File: src/rtl/sprite_frame_latch.sv
`default_nettype none
// ============================================================================
//  Module   : sprite_frame_latch
//  Purpose  : Per-sprite position/direction register between game logic and
//             drawcon. Writes land in a shadow bank at any time; the shadow
//             bank is copied to the display bank only on frame_start, so the
//             drawer never sees a half-updated frame. One-hot directions are
//             re-encoded to the GUI code, and each sprite runs a walk
//             animation phase that only advances while the sprite moves.
//  Revision : 1.0  initial release
// ============================================================================
module sprite_frame_latch #(
   parameter int NUM_SPR     = 5,
   parameter int X_W         = 11,
   parameter int Y_W         = 10,
   parameter int ANIM_DIV    = 8,
   parameter int ANIM_FRAMES = 4,
   localparam int ID_W       = (NUM_SPR > 1) ? $clog2(NUM_SPR) : 1,
   localparam int PH_W       = $clog2(ANIM_FRAMES)
) (
   input  logic                      clk,
   input  logic                      rst,
   input  logic                      upd_valid,
   output logic                      upd_ready,
   input  logic [ID_W-1:0]           upd_id,
   input  logic [X_W-1:0]            upd_x,
   input  logic [Y_W-1:0]            upd_y,
   input  logic [3:0]                upd_dir,
   input  logic                      frame_start,
   input  logic                      freeze,
   output logic [NUM_SPR*X_W-1:0]    disp_x,
   output logic [NUM_SPR*Y_W-1:0]    disp_y,
   output logic [NUM_SPR*4-1:0]      disp_dir,
   output logic [NUM_SPR*PH_W-1:0]   anim_phase,
   output logic                      upd_err
);

   // Frame divider width and terminal values
   localparam int              c_div_w    = (ANIM_DIV > 1) ? $clog2(ANIM_DIV) : 1;
   localparam logic [c_div_w-1:0] c_div_last = c_div_w'(ANIM_DIV - 1);
   localparam logic [PH_W-1:0]    c_ph_last  = PH_W'(ANIM_FRAMES - 1);
   localparam logic [PH_W-1:0]    c_ph_one   = PH_W'(1);
   localparam logic [c_div_w-1:0] c_div_one  = c_div_w'(1);

   // GUI direction codes {rot[2:0], mirror}
   localparam logic [3:0] c_code_right = 4'b0000;
   localparam logic [3:0] c_code_left  = 4'b0011;
   localparam logic [3:0] c_code_up    = 4'b0101;
   localparam logic [3:0] c_code_down  = 4'b0111;

   logic                  w_commit;
   logic                  w_accept;
   logic                  w_step;
   logic                  w_id_ok;
   logic                  w_dir_ok;
   logic [3:0]            w_dir_code;
   logic [c_div_w-1:0]    r_div;
   logic                  r_upd_err;

   // A commit cycle is the only time writers are stalled, so the shadow bank
   // is guaranteed stable on the edge where it is copied to the display bank.
   assign w_commit  = rst & frame_start & ~freeze;
   assign upd_ready = rst & ~(frame_start & ~freeze);
   assign w_accept  = upd_valid & upd_ready;
   assign w_id_ok   = ({{(32-ID_W){1'b0}}, upd_id} < 32'(NUM_SPR));
   assign w_step    = w_commit & (r_div == c_div_last);
   assign upd_err   = r_upd_err;

   // Re-encode the one-hot direction; anything else is flagged as invalid
   always_comb begin
      w_dir_code = c_code_right;
      w_dir_ok   = 1'b0;
      case (upd_dir)
         4'b0001: begin w_dir_code = c_code_right; w_dir_ok = 1'b1; end
         4'b0010: begin w_dir_code = c_code_up;    w_dir_ok = 1'b1; end
         4'b0100: begin w_dir_code = c_code_down;  w_dir_ok = 1'b1; end
         4'b1000: begin w_dir_code = c_code_left;  w_dir_ok = 1'b1; end
         default: begin w_dir_code = c_code_right; w_dir_ok = 1'b0; end
      endcase
   end

   // Frame divider: counts commits and wraps every ANIM_DIV commits
   always_ff @(posedge clk) begin
      if (!rst) begin
         r_div <= '0;
      end else if (w_commit) begin
         if (r_div == c_div_last) begin
            r_div <= '0;
         end else begin
            r_div <= r_div + c_div_one;
         end
      end
   end

   // Error pulse for an accepted write with a bad id or a non-one-hot direction
   always_ff @(posedge clk) begin
      if (!rst) begin
         r_upd_err <= 1'b0;
      end else begin
         r_upd_err <= w_accept & (~w_id_ok | ~w_dir_ok);
      end
   end

   generate
      for (genvar i = 0; i < NUM_SPR; i++) begin : g_spr
         logic [X_W-1:0]  r_sh_x;
         logic [Y_W-1:0]  r_sh_y;
         logic [3:0]      r_sh_dir;
         logic [X_W-1:0]  r_dp_x;
         logic [Y_W-1:0]  r_dp_y;
         logic [3:0]      r_dp_dir;
         logic [PH_W-1:0] r_phase;
         logic            w_wr_en;
         logic            w_moved;

         assign w_wr_en = w_accept & w_id_ok & (upd_id == ID_W'(i));
         // Movement is judged on position only; turning in place is not a step
         assign w_moved = (r_sh_x != r_dp_x) | (r_sh_y != r_dp_y);

         // Shadow entry: position always taken, direction only when valid
         always_ff @(posedge clk) begin
            if (!rst) begin
               r_sh_x   <= '0;
               r_sh_y   <= '0;
               r_sh_dir <= c_code_right;
            end else if (w_wr_en) begin
               r_sh_x <= upd_x;
               r_sh_y <= upd_y;
               if (w_dir_ok) begin
                  r_sh_dir <= w_dir_code;
               end
            end
         end

         // Display entry and walk phase: both change only on a commit
         always_ff @(posedge clk) begin
            if (!rst) begin
               r_dp_x   <= '0;
               r_dp_y   <= '0;
               r_dp_dir <= c_code_right;
               r_phase  <= '0;
            end else if (w_commit) begin
               r_dp_x   <= r_sh_x;
               r_dp_y   <= r_sh_y;
               r_dp_dir <= r_sh_dir;
               if (w_step && w_moved) begin
                  if (r_phase == c_ph_last) begin
                     r_phase <= '0;
                  end else begin
                     r_phase <= r_phase + c_ph_one;
                  end
               end
            end
         end

         assign disp_x[i*X_W +: X_W]        = r_dp_x;
         assign disp_y[i*Y_W +: Y_W]        = r_dp_y;
         assign disp_dir[i*4 +: 4]          = r_dp_dir;
         assign anim_phase[i*PH_W +: PH_W]  = r_phase;
      end
   endgenerate

endmodule
`default_nettype wire

File: config.mk
export PLATFORM = sky130hd
export DESIGN_NAME = sprite_frame_latch
export DESIGN_NICKNAME = d
export VERILOG_FILES = /design/src/rtl/sprite_frame_latch.sv
export SDC_FILE = /design/constraint.sdc
export NUM_CORES = 1
export LEC_CHECK = 0
export CAP_MARGIN = 20
export CORE_MARGIN = 2
export CORE_UTILIZATION = 57
export CTS_CLUSTER_DIAMETER = 200
export DETAILED_ROUTE_END_ITERATION = 10
export GPL_TIMING_DRIVEN = 0
export PLACE_DENSITY_LB_ADDON = 0.15
export SYNTH_ARGS = -nofsm -noshare
export SYNTH_HDL_FRONTEND = slang
export SYNTH_SLANG_ARGS = --single-unit
File: constraint.sdc
create_clock -name clk -period 2.1 [get_ports clk]
set_input_delay 0.315 -clock clk [delete_from_list [all_inputs] [get_ports clk]]
set_output_delay 0.315 -clock clk [all_outputs]
set_load 0.05 [all_outputs]
-- After elaboration in Yosys (flattened, before gate mapping)
Index checks and enable logic that the tools add are counted.
- flip-flop bits (word level): 264
- bits in latches: 0
- RAM bits: 0
- bits in read-only memories: 0
- input bits: 33
- output and inout port bits: 137
- word-level logic and storage cells: 116
- memories: 0
- add/subtract/negate cells: 6
- multiply operators: 0
- div/mod/pow operators: 0
- $lt $le $gt $ge: 1
- equal/unequal tests: 24
- shift-type cells: 0
- multiplexer cells: 8
- bitwise gates (word level): 23
- reduce and logical (&&, ||, !) cells: 17
- operators by type and width (operator ; number):
    11-bit != test ; 5
    10-bit != test ; 5
    2-bit AND reduction ; 10
    1-bit bitwise AND ; 13
    2-bit by 1-bit adder with 2-bit output, second input constant ; 5
    2-bit equality test, second input constant ; 5
    2-bit 2-to-1 mux ; 5
    3-bit case mux with 3 select lines ; 1
    3-bit by 2-bit equality test with 1-bit output, second input constant ; 2
    3-bit equality test, second input constant ; 2
    1-bit bitwise OR ; 6
    1-bit logical AND ; 5
    4-bit by 1-bit equality test with 1-bit output, second input constant ; 1
    4-bit by 2-bit equality test with 1-bit output, second input constant ; 1
    4-bit by 3-bit equality test with 1-bit output, second input constant ; 1
    4-bit equality test, second input constant ; 1
    1-bit NOT ; 4
    4-bit OR reduction ; 1
    3-bit by 1-bit adder with 3-bit output, second input constant ; 1
    3-bit by 1-bit equality test with 1-bit output, second input constant ; 1
    3-bit logical NOT ; 1
    3-bit < comparator, second input constant ; 1
    3-bit 2-to-1 mux ; 1
    1-bit 2-to-1 mux ; 1

-- Depth between registers and ports, before layout
- depth in word-level cells: 8
- mapped depth: 7
- depth with buffers taken out: 6

-- Worst setup path before layout
OpenSTA, ideal clock, no wires.
- kind: input to output
- start point: input frame_start
- end point: output upd_ready
- arrival: 1.478 ns
- data required time: 1.785 ns
- setup slack: 0.307 ns
- stages on the path: 4
- path buffers: 2
- cells stage by stage: nor2b_1 buf_2 buf_1 nor2_1
- cells in the longest elaborated chain, start to end: 3
- RTL lines (what ; RTL line ; text):
    from (decl) ; 29 ; input logic frame_start,
    1-bit bitwise AND ; 63 ; assign upd_ready = rst & ~(frame_start & ~freeze);
    1-bit NOT ; 63 ;
    1-bit bitwise AND ; 63 ;
    to (decl) ; 24 ; output logic upd_ready,
No other way between the ends.

-- Worst setup path after layout
- start point: register g_spr[1].r_dp_x[10]
- end point: output disp_x[21]
- RTL lines (what ; RTL line ; text):
    from (decl) ; 109 ; logic [X_W-1:0] r_dp_x;
    from (signal assigned) ; 143 ; r_dp_x <= r_sh_x;
    to (decl) ; 31 ; output logic [NUM_SPR*X_W-1:0] disp_x,
No word-level cell between the ends.

==> reports/qor.yml <==
routing:
  post_drt_wl_per_cell_um: 18.42
  first_pass_iters: 5
  drtIter0Drc: 914
  ant_nets: 0
  drc_errors: 0
  vias: 9742
  post_drt_via_cell_ratio: 5.661
  drt-total-wl_mm: 31.70
place:
  place_ws_ns: -0.7988
  dp_hpwl_mm: 21.87
  dpl_cell_area_um2: 12190
  place_inst: 1678
  io_buffer_count: 164
  place.gp.congestion: 0.9167
clocking:
  cts_tree: "yes"
  htreeDepth: 1
  cts_root_buffer: "clkbuf_16"
  post_cts_buffers: 0
  cts_sinks: 254
  clk_latency_ns: 0.52
  clockBufferDepth: 3
  clk_pin_slew_worst_paths_ns: 0.06
  cts_made_buffers: 25
  cts_hold_buf: 0
min_path:
  hold_depth: 2
  hold_class: "reg2reg"
  whs_endpoint: "g_spr[3].r_dp_dir[0]$_SDFFE_PN0N_"
  min_from: "g_spr[3].r_sh_dir[0]$_SDFFE_PN0P_"
critical_path:
  path_delay_family: "buffers and inverters"
  worst_setup_path_end_kind: "output pin"
  path_cells: "clkdlybuf4s50_1"
  r2r-start: "g_spr[1].r_dp_y[2]$_SDFFE_PN0N_"
  rr_worst_depth: 5
  cp.required_ns: 1.78
  crit_arrival_ns: 1.76
  cp_slowest_cell: "clkdlybuf4s50_1"
  critPathKind: "reg2out"
  rrSetupSlack_ns: 0.16
  critical_path.startpoint_type: "flop"
  r2r-end: "g_spr[1].r_phase[0]$_SDFFE_PN0P_"
  critical_path_buf_inv_count: 1
  path_max_fanout: 3
  critPathMaxStageDelay_ns: 0.83
yosys:
  avgSynthCellArea_um2: 7.996
  synthFlopType: "dfxtp_1"
  synth_commonest_cells: "475 x nand2_1, 254 x dfxtp_1, 229 x a21oi_1, 88 x xnor2_1, 51 x clkbuf_1"
  synth_most_common_cell: "nand2_1"
  ys_seq_area_share_pct: 49.65
  yosysWarnings: 0
  yosysUniqueCellTypes: 36
  syn_area_um2: 10240
  synthCells: 1281
  synth-edff-count: 0
  yosysTopAreaCellShare_pct: 49.65
  async_flop_share_pct: 0
  netlist_top_cells_area: "dfxtp_1 50%, nand2_1 17%, a21oi_1 11%"
  yosysTopAreaCell: "dfxtp_1"
  synth_seq_cells: 254
power:
  leakage_nw: 4.679
  ir_drop_uv: 612.8
  power_mw: 10.08
  power_density_nw_per_um2: 772.3
timing:
  period_share_pct: 98.85
  skew_ns: 0.006544
  holdWs_ns: 0.4543
  relSlewSlack_pct: 49.64
  max_slew.worst_pin.slew_ns: 0.7485
  period_minus_slack_ns: 2.076
  grt_setup_unrepaired: "yes"
  setup_violations: 0
  finalWorstSetupSlack_ns: 0.02422
  hold_viol: 0
  max_freq_mhz: 481.7
  finalMaxSlewViolations: 0
global_route:
  grt_pass1_wl_mm: 48.07
  antenna_found_initial: 0
  grt_max_degree: 20
  gr-usage-all-layers_pct: 31.55
  overflow: 0
  grt_pass1_vias: 8883
job:
  max_cap_violations: 0
cells_and_area:
  final-seq-area_um2: 5085
  multi_input_area_um2: 4821
  area_growth_pct: 27.49
  nNetsFinal: 1514
  fill_cells: 1363
  fin_area_um2: 13060
  final_cells: 1721
  drive_above_1_share_pct: 4.963
floorplanning:
  die_h_um: 138.1
  num_io_pins: 170
  die_w_um: 138.1
  core_area_um2: 17780
  fp-row-count: 49
  start_util_pct: 57.61
  fp.dieArea_um2: 19060
run_status:
  status: "completed"
## final cells by class
type	count	share of cell area, %
Sequential cell	254	38.94
Multi-Input combinational cell	949	36.92
Timing Repair Buffer	164	12.83
Clock buffer	36	5.491
Buffer	79	2.693
Tap cell	229	2.194
Clock inverter	8	0.8816
Inverter	1	0.02875
Antenna cell	1	0.01916
## cell families after synthesis
| logic type | share of synthesized area (%) |
|---|---|
| adders and majority gates | 0.8551 |
| DFF | 49.65 |
| and+or+nand+nor | 23.03 |
| buffers and inverters | 3.457 |
| other | 0.03661 |
| AOI/OAI and AO/OA | 12.75 |
| muxes | 1.075 |
| xor gates and xnor gates | 9.150 |
## layout by cell type, fill, tap and decap left out, drive strengths merged, types with 2 or more instances in the layout
cell type and instances:
conb 5, nor3b 2, xor2 19, nand2 475
clkbuf 86, o211ai 4, ha 7, nor4 5
a41o 3, clkdlybuf4s50 148, mux2i 11, and2 11
and4 3, nand3b 2, nand4 24, bufinv 3
o22ai 5, a21oi 229, nand2b 3, buf 29
dlymetal6s2s 14, nor2b 2, clkinv 5, and3 4
nor2 11, nand3 10, nor3 11, dfxtp 254
a221o 3, xnor2 88, a31o 3, or3 4
## flip-flops by register name, indices dropped and copies added (netlist names)
signal          cells
g_spr.r_dp_dir     15
g_spr.r_dp_x       55
g_spr.r_dp_y       50
g_spr.r_phase      10
g_spr.r_sh_dir     15
g_spr.r_sh_x       55
g_spr.r_sh_y       50
r_div               3
upd_err             1
## report_power, final
group | leakage (nW) | switching, mW | internal, mW
clock network | 0.413 | 1.84 | 2.73
logic | 2.22 | 0.466 | 0.174
registers | 2.05 | 0.0288 | 4.85
total | 4.68 | 2.33 | 7.75
## how the worst max path moves through the flow
stage | end | slack (ns) | cells past startpoint | start
after floorplan | upd_ready | 0.31 | 4 | frame_start
after global placement | upd_ready | -0.82 | 6 | frame_start
after CTS | anim_phase[6] | 0.003 | 1 | g_spr[3].r_phase[0]$_SDFFE_PN0P_
final | disp_x[21] | 0.02 | 1 | g_spr[1].r_dp_x[10]$_SDFFE_PN0N_
after global routing | g_spr[3].r_sh_dir[1]$_SDFFE_PN0P_ | -0.04 | 6 | rst
after detailed placement | upd_ready | -0.80 | 6 | frame_start
## metal layers
layer	vias to the layer above	wire, µm	global-route usage, %
met5	-	0	0
met4	0	1567	14.29
met3	99	3149	4.330
met2	512	14180	50.52
met1	4536	12800	42.78
li1	4595	-	-
## worst min-delay path, delay by kind of cell, from the launching register on
kind | cells | cell delay [ns]
compound gates | 1 | 0.05
flops | 1 | 0.31
simple gates | 1 | 0.05
## repair_timing
item,in CTS,in global routing
pin swaps,0,0
resized for setup,7,19
endpoints found under the setup margin,2,66
## metrics by stage
step                utilization, %  TNS [ns]
CTS                          73.19         0
global placement             68.54    -50.11
global route                 73.43   -0.3203
detailed placement           68.54    -59.85
floorplan                        -         0
finish                       73.44         0
No activity file was read; power rests on OpenSTA's default activity.
